[config.mk]
export PLATFORM = sky130hd
export DESIGN_NAME = keypad_scan
export DESIGN_NICKNAME = d
export VERILOG_FILES = /design/src/rtl/keypad_scan.sv
export SDC_FILE = /design/constraint.sdc
export NUM_CORES = 1
export LEC_CHECK = 0
export CORE_ASPECT_RATIO = 1.1
export CORE_MARGIN = 1.5
export CORE_UTILIZATION = 59
export DETAILED_ROUTE_END_ITERATION = 6
export HOLD_SLACK_MARGIN = 0.02
export PLACE_DENSITY = 0.79
export SYNTH_ARGS = -nofsm -noshare
export SYNTH_HDL_FRONTEND = slang
export SYNTH_HIERARCHICAL = 1
export SYNTH_SLANG_ARGS = --single-unit
[constraint.sdc]
create_clock -name clk -period 5.4 [get_ports clk]
set_input_delay 0.54 -clock clk [delete_from_list [all_inputs] [get_ports clk]]
set_output_delay 0.54 -clock clk [all_outputs]
set_load 0.05 [all_outputs]
[src/rtl/keypad_scan.sv]
// keypad_scan: column-multiplexed 4x4 matrix keypad scanner.
// Drives one column low at a time and samples the synchronised rows at the end
// of each column dwell. It classifies every 4-column frame as none, single or
// multi, debounces presses and releases over whole frames, and emits one
// key_valid strobe per accepted key.

// Two-flop synchroniser for one keypad row. Rows idle high because of the
// external pull-ups, so both flops reset to 1.
module keypad_row_sync (
  input  logic clk,
  input  logic rst_n,
  input  logic d,
  output logic q
);
  logic meta;

  // Two-stage synchroniser chain
  always_ff @(posedge clk or negedge rst_n) begin
    if (!rst_n) begin
      meta <= 1'b1;
      q    <= 1'b1;
    end else begin
      meta <= d;
      q    <= meta;
    end
  end
endmodule

module keypad_scan #(
  parameter int SCAN_COUNT     = 100000,
  parameter int DEBOUNCE_SCANS = 4
) (
  input  logic       clk,
  input  logic       rst_n,
  input  logic [3:0] row,
  output logic [3:0] col,
  output logic [3:0] key_code,
  output logic       key_valid,
  output logic       key_held
);
  localparam int CW = (SCAN_COUNT > 1) ? $clog2(SCAN_COUNT) : 1;
  localparam int DW = $clog2(DEBOUNCE_SCANS + 1);

  typedef enum logic [1:0] {IDLE, DEBOUNCE, PRESSED, RELEASE} state_t;

  logic [CW-1:0] dwell;
  logic [1:0]    idx;
  logic [3:0]    row_s;
  logic          sample;
  logic          frame_end;

  // Frame accumulator: number of keys seen so far (saturating at 2) and the
  // code of the first key found.
  logic [1:0]    acc_cnt;
  logic [3:0]    acc_code;

  // Per-column decode and the running frame totals
  logic [3:0]    hits;
  logic [2:0]    col_n;
  logic [3:0]    col_code;
  logic [2:0]    sum3;
  logic [1:0]    tot;
  logic [3:0]    tot_code;

  // Debounce FSM
  state_t        state;
  logic [3:0]    cand;
  logic [DW-1:0] cnt;
  logic [DW-1:0] cnt_inc;
  logic          res_none;
  logic          res_single;
  logic          res_cand;
  logic          cnt_done;

  // Hex code of the key at row r, column c
  function automatic logic [3:0] key_map(input logic [1:0] r, input logic [1:0] c);
    logic [3:0] k;
    case ({r, c})
      4'b00_00: k = 4'h1;
      4'b00_01: k = 4'h2;
      4'b00_10: k = 4'h3;
      4'b00_11: k = 4'hA;
      4'b01_00: k = 4'h4;
      4'b01_01: k = 4'h5;
      4'b01_10: k = 4'h6;
      4'b01_11: k = 4'hB;
      4'b10_00: k = 4'h7;
      4'b10_01: k = 4'h8;
      4'b10_10: k = 4'h9;
      4'b10_11: k = 4'hC;
      4'b11_00: k = 4'h0;
      4'b11_01: k = 4'hF;
      4'b11_10: k = 4'hE;
      default:  k = 4'hD;
    endcase
    return k;
  endfunction

  // One synchroniser instance per row bit
  keypad_row_sync u_sync [3:0] (
    .clk   (clk),
    .rst_n (rst_n),
    .d     (row),
    .q     (row_s)
  );

  assign sample    = (dwell == CW'(SCAN_COUNT - 1));
  assign frame_end = sample && (idx == 2'd3);
  assign col       = ~(4'b0001 << idx);

  // Dwell counter and column index
  always_ff @(posedge clk or negedge rst_n) begin
    if (!rst_n) begin
      dwell <= '0;
      idx   <= 2'd0;
    end else if (sample) begin
      dwell <= '0;
      idx   <= idx + 2'd1;
    end else begin
      dwell <= dwell + 1'b1;
    end
  end

  // Decode the active column and merge it with the partial frame result
  always_comb begin
    hits     = ~row_s;
    col_n    = 3'd0;
    col_code = 4'h0;
    // descending so the lowest pressed row supplies the code
    for (int r = 3; r >= 0; r--) begin
      if (hits[r]) begin
        col_n    = col_n + 3'd1;
        col_code = key_map(2'(r), idx);
      end
    end
    sum3     = {1'b0, acc_cnt} + col_n;
    tot      = (sum3 >= 3'd2) ? 2'd2 : sum3[1:0];
    tot_code = (acc_cnt != 2'd0) ? acc_code : col_code;
  end

  // Accumulate column samples; cleared as the frame-end sample is consumed
  always_ff @(posedge clk or negedge rst_n) begin
    if (!rst_n) begin
      acc_cnt  <= 2'd0;
      acc_code <= 4'h0;
    end else if (sample) begin
      if (idx == 2'd3) begin
        acc_cnt  <= 2'd0;
        acc_code <= 4'h0;
      end else begin
        acc_cnt  <= tot;
        acc_code <= tot_code;
      end
    end
  end

  assign res_none   = (tot == 2'd0);
  assign res_single = (tot == 2'd1);
  assign res_cand   = res_single && (tot_code == cand);
  assign cnt_inc    = cnt + 1'b1;
  assign cnt_done   = (cnt_inc == DW'(DEBOUNCE_SCANS));

  // Frame-level debounce FSM with registered key outputs
  always_ff @(posedge clk or negedge rst_n) begin
    if (!rst_n) begin
      state     <= IDLE;
      cand      <= 4'h0;
      cnt       <= '0;
      key_code  <= 4'h0;
      key_valid <= 1'b0;
      key_held  <= 1'b0;
    end else begin
      key_valid <= 1'b0;
      if (frame_end) begin
        case (state)
          IDLE: begin
            if (res_single) begin
              cand <= tot_code;
              if (DEBOUNCE_SCANS == 1) begin
                key_code  <= tot_code;
                key_valid <= 1'b1;
                key_held  <= 1'b1;
                cnt       <= '0;
                state     <= PRESSED;
              end else begin
                cnt   <= DW'(1);
                state <= DEBOUNCE;
              end
            end
          end
          DEBOUNCE: begin
            if (res_cand) begin
              if (cnt_done) begin
                key_code  <= cand;
                key_valid <= 1'b1;
                key_held  <= 1'b1;
                cnt       <= '0;
                state     <= PRESSED;
              end else begin
                cnt <= cnt_inc;
              end
            end else if (res_single) begin
              cand <= tot_code;
              cnt  <= DW'(1);
            end else begin
              cnt   <= '0;
              state <= IDLE;
            end
          end
          PRESSED: begin
            if (!res_cand) begin
              // a single debounce frame makes the first empty frame final
              if (DEBOUNCE_SCANS == 1 && res_none) begin
                key_held <= 1'b0;
                cnt      <= '0;
                state    <= IDLE;
              end else begin
                cnt   <= DW'(1);
                state <= RELEASE;
              end
            end
          end
          RELEASE: begin
            if (res_none) begin
              if (cnt_done) begin
                key_held <= 1'b0;
                cnt      <= '0;
                state    <= IDLE;
              end else begin
                cnt <= cnt_inc;
              end
            end else if (res_cand) begin
              cnt   <= '0;
              state <= PRESSED;
            end else begin
              cnt <= '0;
            end
          end
          default: begin
            cnt   <= '0;
            state <= IDLE;
          end
        endcase
      end
    end
  end
endmodule
==> metrics.csv, run 1 <==
stage,metric,value,unit
status,status,"finished, final reports clean",
critical_path,Worst Path Arrival,4.29,ns
clocking,Post-CTS Hold Buffers,0,
finish,fill count,355,
clocking,root buffer cell,clkbuf_8,
finish,"most common cell after layout, fill and taps aside",dfrtp_1,
drt,Residual DRC,0,
global_route,Total GRT Usage,0.227,
run,max_cap viols,0,
sta,worst-margin pin slew,1.04,ns
sta,Final Hold Vio Count,0,
drt,routed length per instance,15.2,um
power_and_ir_drop,part of the power in registers,0.574,
clocking,clock latency at the later pin of the worst-skew pair,0.30,ns
drt,vias,1953,
synthesis,Synth Register Bits,48,
placed_design,Place WS,1.31,ns
placed_design,hpwl dp,3.66,mm
finish,P&R area growth vs syn,10.2,%
clocking,CTS tree,yes,
clocking,Setup Buffers After CTS,0,
finish,layout cells sized above 1,0.116,
power_and_ir_drop,cell internal pwr,489,uW
synthesis,Syn Inst Count,260,
finish,combined area of the multi-input logic cells,1380,sq um
synthesis,asr flop ratio synth,1.00,
power_and_ir_drop,Power Density,217,nW/um^2
critical_path,Worst setup SP type,flip-flop,
sta,setup violators final,0,
sta,min cycle time layout,4.10,ns
power_and_ir_drop,leakage,0.00134,uW
sta,worst hold margin,0.355,ns
synthesis,Post-Syn Area,2680,sq um
finish,diode count,0,
floorplan,die footprint,4960,sq um
clocking,Max Root-Sink Buffers,2,
floorplan,Starting Density,0.617,
global_route,global route overflow,0,
drt,Detailed Route WL,5.03,mm
global_route,initial antenna violation count,0,
drt,via density per instance,5.92,
global_route,largest net degree at the start of global routing,49,
power_and_ir_drop,Max IR drop VDD,0.162,mV
sta,Clock Skew,0.0122,ns
finish,post-route cell area,2960,sq um
synthesis,library cells used by synthesis,57,
finish,final core utilization,0.680,
clocking,post-CTS sizing,0,
clocking,clk sinks,48,
power_and_ir_drop,Clk pwr share,0.341,
sta,max-slew violation count,0,
drt,DRT Pass-1 Iters,4,
clocking,TritonCTS buffer count,5,
finish,register area,1210,sq um
sta,setup slack after layout,1.30,ns
drt,ANT nets after route,0,
global_route,first-pass GRT wire length,8.51,mm
floorplan,Die Span X,67.3,um
power_and_ir_drop,Sw Share,0.237,
floorplan,num ports,16,
power_and_ir_drop,Switch Pwr,152,uW
clocking,"CTS clk-pin slew, worst paths",0.08,ns
critical_path,Critical Path Source,u_sync[2]/q$_DFF_PN1_,
finish,most frequent cells in the layout,"40 x dfrtp_1, 19 x nor2_1, 18 x nand2_1, 17 x inv_1",
floorplan,# rows,25,
floorplan,core area,4350,sq um
power_and_ir_drop,combinational share of power,0.084,
sta,Worst slew margin,0.305,
critical_path,Max Fanout on Critical Path,9,
sta,Final Cycle Share,0.759,
sta,fmax,244,MHz
synthesis,Mapped Nets,281,
worst_hold_path,worst hold path class,reg2reg,
floorplan,DIE HEIGHT,73.7,um
global_route,number of global-route vias before repair,1905,
drt,First DRT Iteration DRCs,126,
critical_path,CP Class,reg2reg,
synthesis,mean post-synth cell area,10.3,sq um
sta,setup_tns,0,ns
critical_path,Worst R2R Start,u_sync[2]/q$_DFF_PN1_,
synthesis,Post-synth EDFFs,0,
placed_design,Area after DPL,2870,sq um
critical_path,"Req. time, crit path",5.59,ns
finish,Nets,296,
placed_design,routability cong.,0.937,
worst_hold_path,hold path startpoint,u_sync[0]/meta$_DFF_PN1_,
sta,RSZ-0062 raised after global routing,no,
synthesis,synth warn,6,
synthesis,ys flop type,dfrtp_1,
critical_path,CP Capture Type,flip-flop,
synthesis,sequential fraction of the synthesis area,0.451,
placed_design,PortBufs,15,
clocking,H-Tree Depth,2,
==> critical path, stage by stage (launching register included) <==
cell     delay [ns]
dfstp_2        0.60
inv_1          0.06
ha_1           0.32
xnor2_1        0.24
ha_1           0.28
mux2_2         0.28
fa_1           0.40
xnor3_1        0.42
or3_1          0.40
nor2_2         0.18
nand3_1        0.11
or3_4          0.38
mux2_4         0.32
==> registers in the layout, summed over array words and instances, names as in the netlist, 3 cells and up <==
name and count:
acc_code 4, cnt 3, cand 4, u_sync/q 4
key_code 4, u_sync/meta 4, dwell 17
==> path summary, 6_finish.rpt <==
kind / slack [ns] / to / depth (start not counted)
worst min-delay path: 0.36 / u_sync[0]/q$_DFF_PN1_ / 0
max in group asynchronous: 4.33 / dwell[10]$_DFF_PN0_ / 1
worst max-delay path: 1.30 / key_code[1]$_DFFE_PN0P_ / 12
worst max register to register: 1.30 / key_code[1]$_DFFE_PN0P_ / 12
worst min register to register: 0.36 / u_sync[0]/q$_DFF_PN1_ / 0
min in group asynchronous: 0.40 / key_code[1]$_DFFE_PN0P_ / 1
==> metrics by stage <==
step / power [uW] / instances
floorplan: 410 / 260
finish: 642 / 330
global route: 666 / 330
detailed placement: 429 / 322
CTS: 648 / 330
global placement: 427 / 322
==> area by class of cell <==
class,count,area share
Multi-Input combinational cell,188,0.466
Sequential cell,48,0.410
Timing Repair Buffer,15,0.0491
Clock buffer,8,0.0305
Tap cell,54,0.0229
Inverter,17,0.0216
==> power groups by stage <==
stage	registers, uW	logic (uW)	clock network, uW
floorplan	373	36.9	0
global placement	375	51.6	0
finish	369	54.1	219
detailed placement	376	53.6	0
global route	369	59.7	237
CTS	369	54.6	225
==> metal layers <==
layer | wire (um) | vias up | track usage
met5 | 0 | - | 0
li1 | - | 948 | -
met3 | 166 | 5 | 0.0368
met4 | 68 | 0 | 0.0952
met1 | 2290 | 961 | 0.297
met2 | 2510 | 39 | 0.372
==> logic make-up (layout without fill, tap and decap cells) <==
kind of cell	count (synthesis)	count (layout)	synth area share
compound gates	49	49	0.124
xor+xnor	24	24	0.0835
fa+ha+maj	15	15	0.0728
buf+inv	24	40	0.0345
flops	48	48	0.451
mux	10	10	0.0471
simple gates	90	90	0.187
==> Yosys cell counts (all sizes together), types with 2 or more instances <==
cell / instances / share of area
dfrtp: 40 / 0.37
nor2: 20 / 0.029
nand2: 18 / 0.025
inv: 17 / 0.024
ha: 14 / 0.065
o21ai: 14 / 0.026
xnor2: 13 / 0.042
nand3: 10 / 0.019
xor2: 10 / 0.033
a21oi: 9 / 0.017
mux2: 9 / 0.043
dfstp: 8 / 0.078
a22o: 6 / 0.020
clkbuf: 5 / 0.0070
nor4: 5 / 0.017
nand4: 4 / 0.0093
nor2b: 4 / 0.010
nor3: 4 / 0.0075
nor3b: 4 / 0.011
or3: 4 / 0.011
a211o: 3 / 0.0098
and3: 3 / 0.0070
or2: 3 / 0.0070
or4: 3 / 0.0098
and4: 2 / 0.0065
buf: 2 / 0.0037
nand2b: 2 / 0.0047
o21bai: 2 / 0.0056
o22ai: 2 / 0.0047
No activity file was read; power rests on OpenSTA's default activity.
==> run 2, diff against run 1 <==
==> constraint.sdc (replaced) <==
create_clock -name clk -period 4.1 [get_ports clk]
set_input_delay 0.41 -clock clk [delete_from_list [all_inputs] [get_ports clk]]
set_output_delay 0.41 -clock clk [all_outputs]
set_load 0.05 [all_outputs]
==> run 2 against run 1 <==
Global-route usage decreased by 0.27 points. Routed wire length increased by 0.78%. Power increased by 33%. First-iteration DRC count decreased by 10%. Critical endpoint unchanged.
==> metrics.csv, run 2 (synthesis gave the netlist of run 1 again) <==
stage,metric,value,unit,change
drt,vias,1933,,"was 1,953"
placed_design,routability cong.,0.922,,was 0.937
sta,worst-margin pin slew,1.03,ns,was 1.04 ns
global_route,initial antenna violation count,0,,unchanged
finish,register area,1210,sq um,unchanged
drt,DRT Pass-1 Iters,5,,was 4
sta,setup_tns,0,ns,unchanged
floorplan,core area,4350,sq um,unchanged
critical_path,"setup slack, reg-to-reg",0.12,ns,was 1.30 ns
floorplan,Starting Density,0.617,,unchanged
finish,max reg flops,17,,unchanged
finish,Nets,297,,was 296
clocking,clk sinks,48,,unchanged
finish,layout cells sized above 1,0.126,,was 0.116
floorplan,# rows,25,,unchanged
clocking,H-Tree Depth,2,,unchanged
drt,via density per instance,5.84,,was 5.92
clocking,clock latency at the later pin of the worst-skew pair,0.31,ns,was 0.30 ns
floorplan,die footprint,4960,sq um,unchanged
sta,min cycle time layout,3.98,ns,was 4.10 ns
floorplan,num ports,16,,unchanged
clocking,TritonCTS buffer count,5,,unchanged
sta,Worst slew margin,0.315,,was 0.305
placed_design,PortBufs,15,,unchanged
global_route,first-pass GRT wire length,8.36,mm,was 8.51 mm
clocking,CTS tree,yes,,unchanged
finish,P&R area growth vs syn,11.1,%,was 10.2%
critical_path,Worst setup SP type,flip-flop,,unchanged
floorplan,DIE HEIGHT,73.7,um,unchanged
sta,max-slew violation count,0,,unchanged
finish,register bank with the most flops,dwell,,unchanged
critical_path,"Req. time, crit path",4.29,ns,was 5.59 ns
clocking,root buffer cell,clkbuf_8,,unchanged
power_and_ir_drop,total power,851,uW,was 642 uW
sta,setup violators final,0,,unchanged
drt,Detailed Route WL,5.07,mm,was 5.03 mm
critical_path,Max Fanout on Critical Path,9,,unchanged
drt,routed length per instance,15.3,um,was 15.2 um
sta,Clock Skew,0.00805,ns,was 0.0122 ns
run,max_cap viols,0,,unchanged
placed_design,hpwl dp,3.62,mm,was 3.66 mm
drt,First DRT Iteration DRCs,113,,was 126
critical_path,Worst Path Arrival,4.17,ns,was 4.29 ns
clocking,Max Root-Sink Buffers,2,,unchanged
clocking,"CTS clk-pin slew, worst paths",0.09,ns,was 0.08 ns
worst_hold_path,worst hold path class,in2async,,was reg2reg
finish,diode count,0,,unchanged
sta,Final Cycle Share,0.972,,was 0.759
floorplan,Die Span X,67.3,um,unchanged
sta,Final Hold Vio Count,0,,unchanged
power_and_ir_drop,Max IR drop VDD,0.199,mV,was 0.162 mV
clocking,Setup Buffers After CTS,0,,unchanged
finish,most frequent cells in the layout,"40 x dfrtp_1, 19 x nor2_1, 18 x nand2_1, 17 x inv_1",,unchanged
global_route,global route overflow,0,,unchanged
global_route,largest net degree at the start of global routing,49,,unchanged
status,status,"finished, final reports clean",,unchanged
finish,combined area of the multi-input logic cells,1400,sq um,was 1380 sq um
global_route,Total GRT Usage,0.224,,was 0.227
finish,fill count,342,,was 355
critical_path,CP Class,reg2reg,,unchanged
sta,fmax,251,MHz,was 244 MHz
finish,"most common cell after layout, fill and taps aside",dfrtp_1,,unchanged
power_and_ir_drop,leakage,0.00135,uW,was 0.00134 uW
drt,Residual DRC,0,,unchanged
global_route,number of global-route vias before repair,1823,,"was 1,905"
drt,ANT nets after route,0,,unchanged
critical_path,CP Capture Type,flip-flop,,unchanged
power_and_ir_drop,Power Density,286,nW/um^2,was 217 nW/um^2
[run 2: critical path, stage by stage (launching register included)]
cell	delay, ns
dfstp_2	0.60
inv_1	0.06
ha_1	0.33
xnor2_2	0.16
ha_1	0.30
mux2_2	0.28
fa_1	0.40
xnor3_1	0.44
or3_4	0.39
nor2_4	0.13
nand3_1	0.09
or3_4	0.38
mux2_4	0.31
[run 2: timing repair]
item / CTS / global route
hold buffers: 0 / 0
endpoints found under the setup margin: 0 / 7
gates resized for setup: 0 / 3
[run 2: final cells by class]
type,count,area share
repair buffers,16,0.0512
clock buffers,8,0.0302
well taps,54,0.0227
flip-flops and latches,48,0.406
multi-input cells,188,0.468
inverters,17,0.0214
[run 2: report_power, final]
part	leakage, uW	switching, uW	total (uW)	internal (uW)
Sequential	0.000629	5.15	485	480
Clock	0.0000455	152	290	138
Combinational	0.000678	46.5	75.9	29.4
[run 2: metal layers]
layer	wire, um	vias up	track usage	share of wire
met1	2340	933	0.278	0.46
met2	2480	43	0.382	0.49
met3	183	9	0.0521	0.036
li1	-	948	-	-
met4	71	0	0.0726	0.014
met5	0	-	0	0
[run 2: through the flow]
stage | hold WS [ns] | setup WS, ns | utilization | cells | instance area (sq um)
floorplan | 0.114 | 0.289 | - | 260 | 2680
CTS | 0.320 | 0.0255 | 0.682 | 331 | 2960
detailed placement | 0.347 | 0.0463 | 0.661 | 323 | 2870
global route | 0.362 | -0.0108 | 0.686 | 331 | 2980
global placement | 0.346 | 0.169 | 0.661 | 323 | 2870
finish | 0.281 | 0.115 | 0.686 | 331 | 2980
[run 2: worst paths after layout]
check	startpoint	end	depth (start not counted)
max	u_sync[2]/q$_DFF_PN1_	key_code[1]$_DFFE_PN0P_	12
min	rst_n	cnt[0]$_DFFE_PN0P_	1
max reg2reg	u_sync[2]/q$_DFF_PN1_	key_code[1]$_DFFE_PN0P_	12
min reg2reg	u_sync[3]/meta$_DFF_PN1_	u_sync[3]/q$_DFF_PN1_	0
max in group asynchronous	rst_n	dwell[15]$_DFF_PN0_	1
min in group clk	u_sync[3]/meta$_DFF_PN1_	u_sync[3]/q$_DFF_PN1_	0
==> run 3, diff against run 2 <==
--- a/config.mk
+++ b/config.mk
@@ -5,6 +5,7 @@
 export SDC_FILE = /design/constraint.sdc
 export NUM_CORES = 1
 export LEC_CHECK = 0
+export ABC_CLOCK_PERIOD_IN_PS = 4100
 export CORE_ASPECT_RATIO = 1.1
 export CORE_MARGIN = 1.5
 export CORE_UTILIZATION = 59
==> results of run 3 <==
Final layout, timing and power as in run 2 (identical DEF).
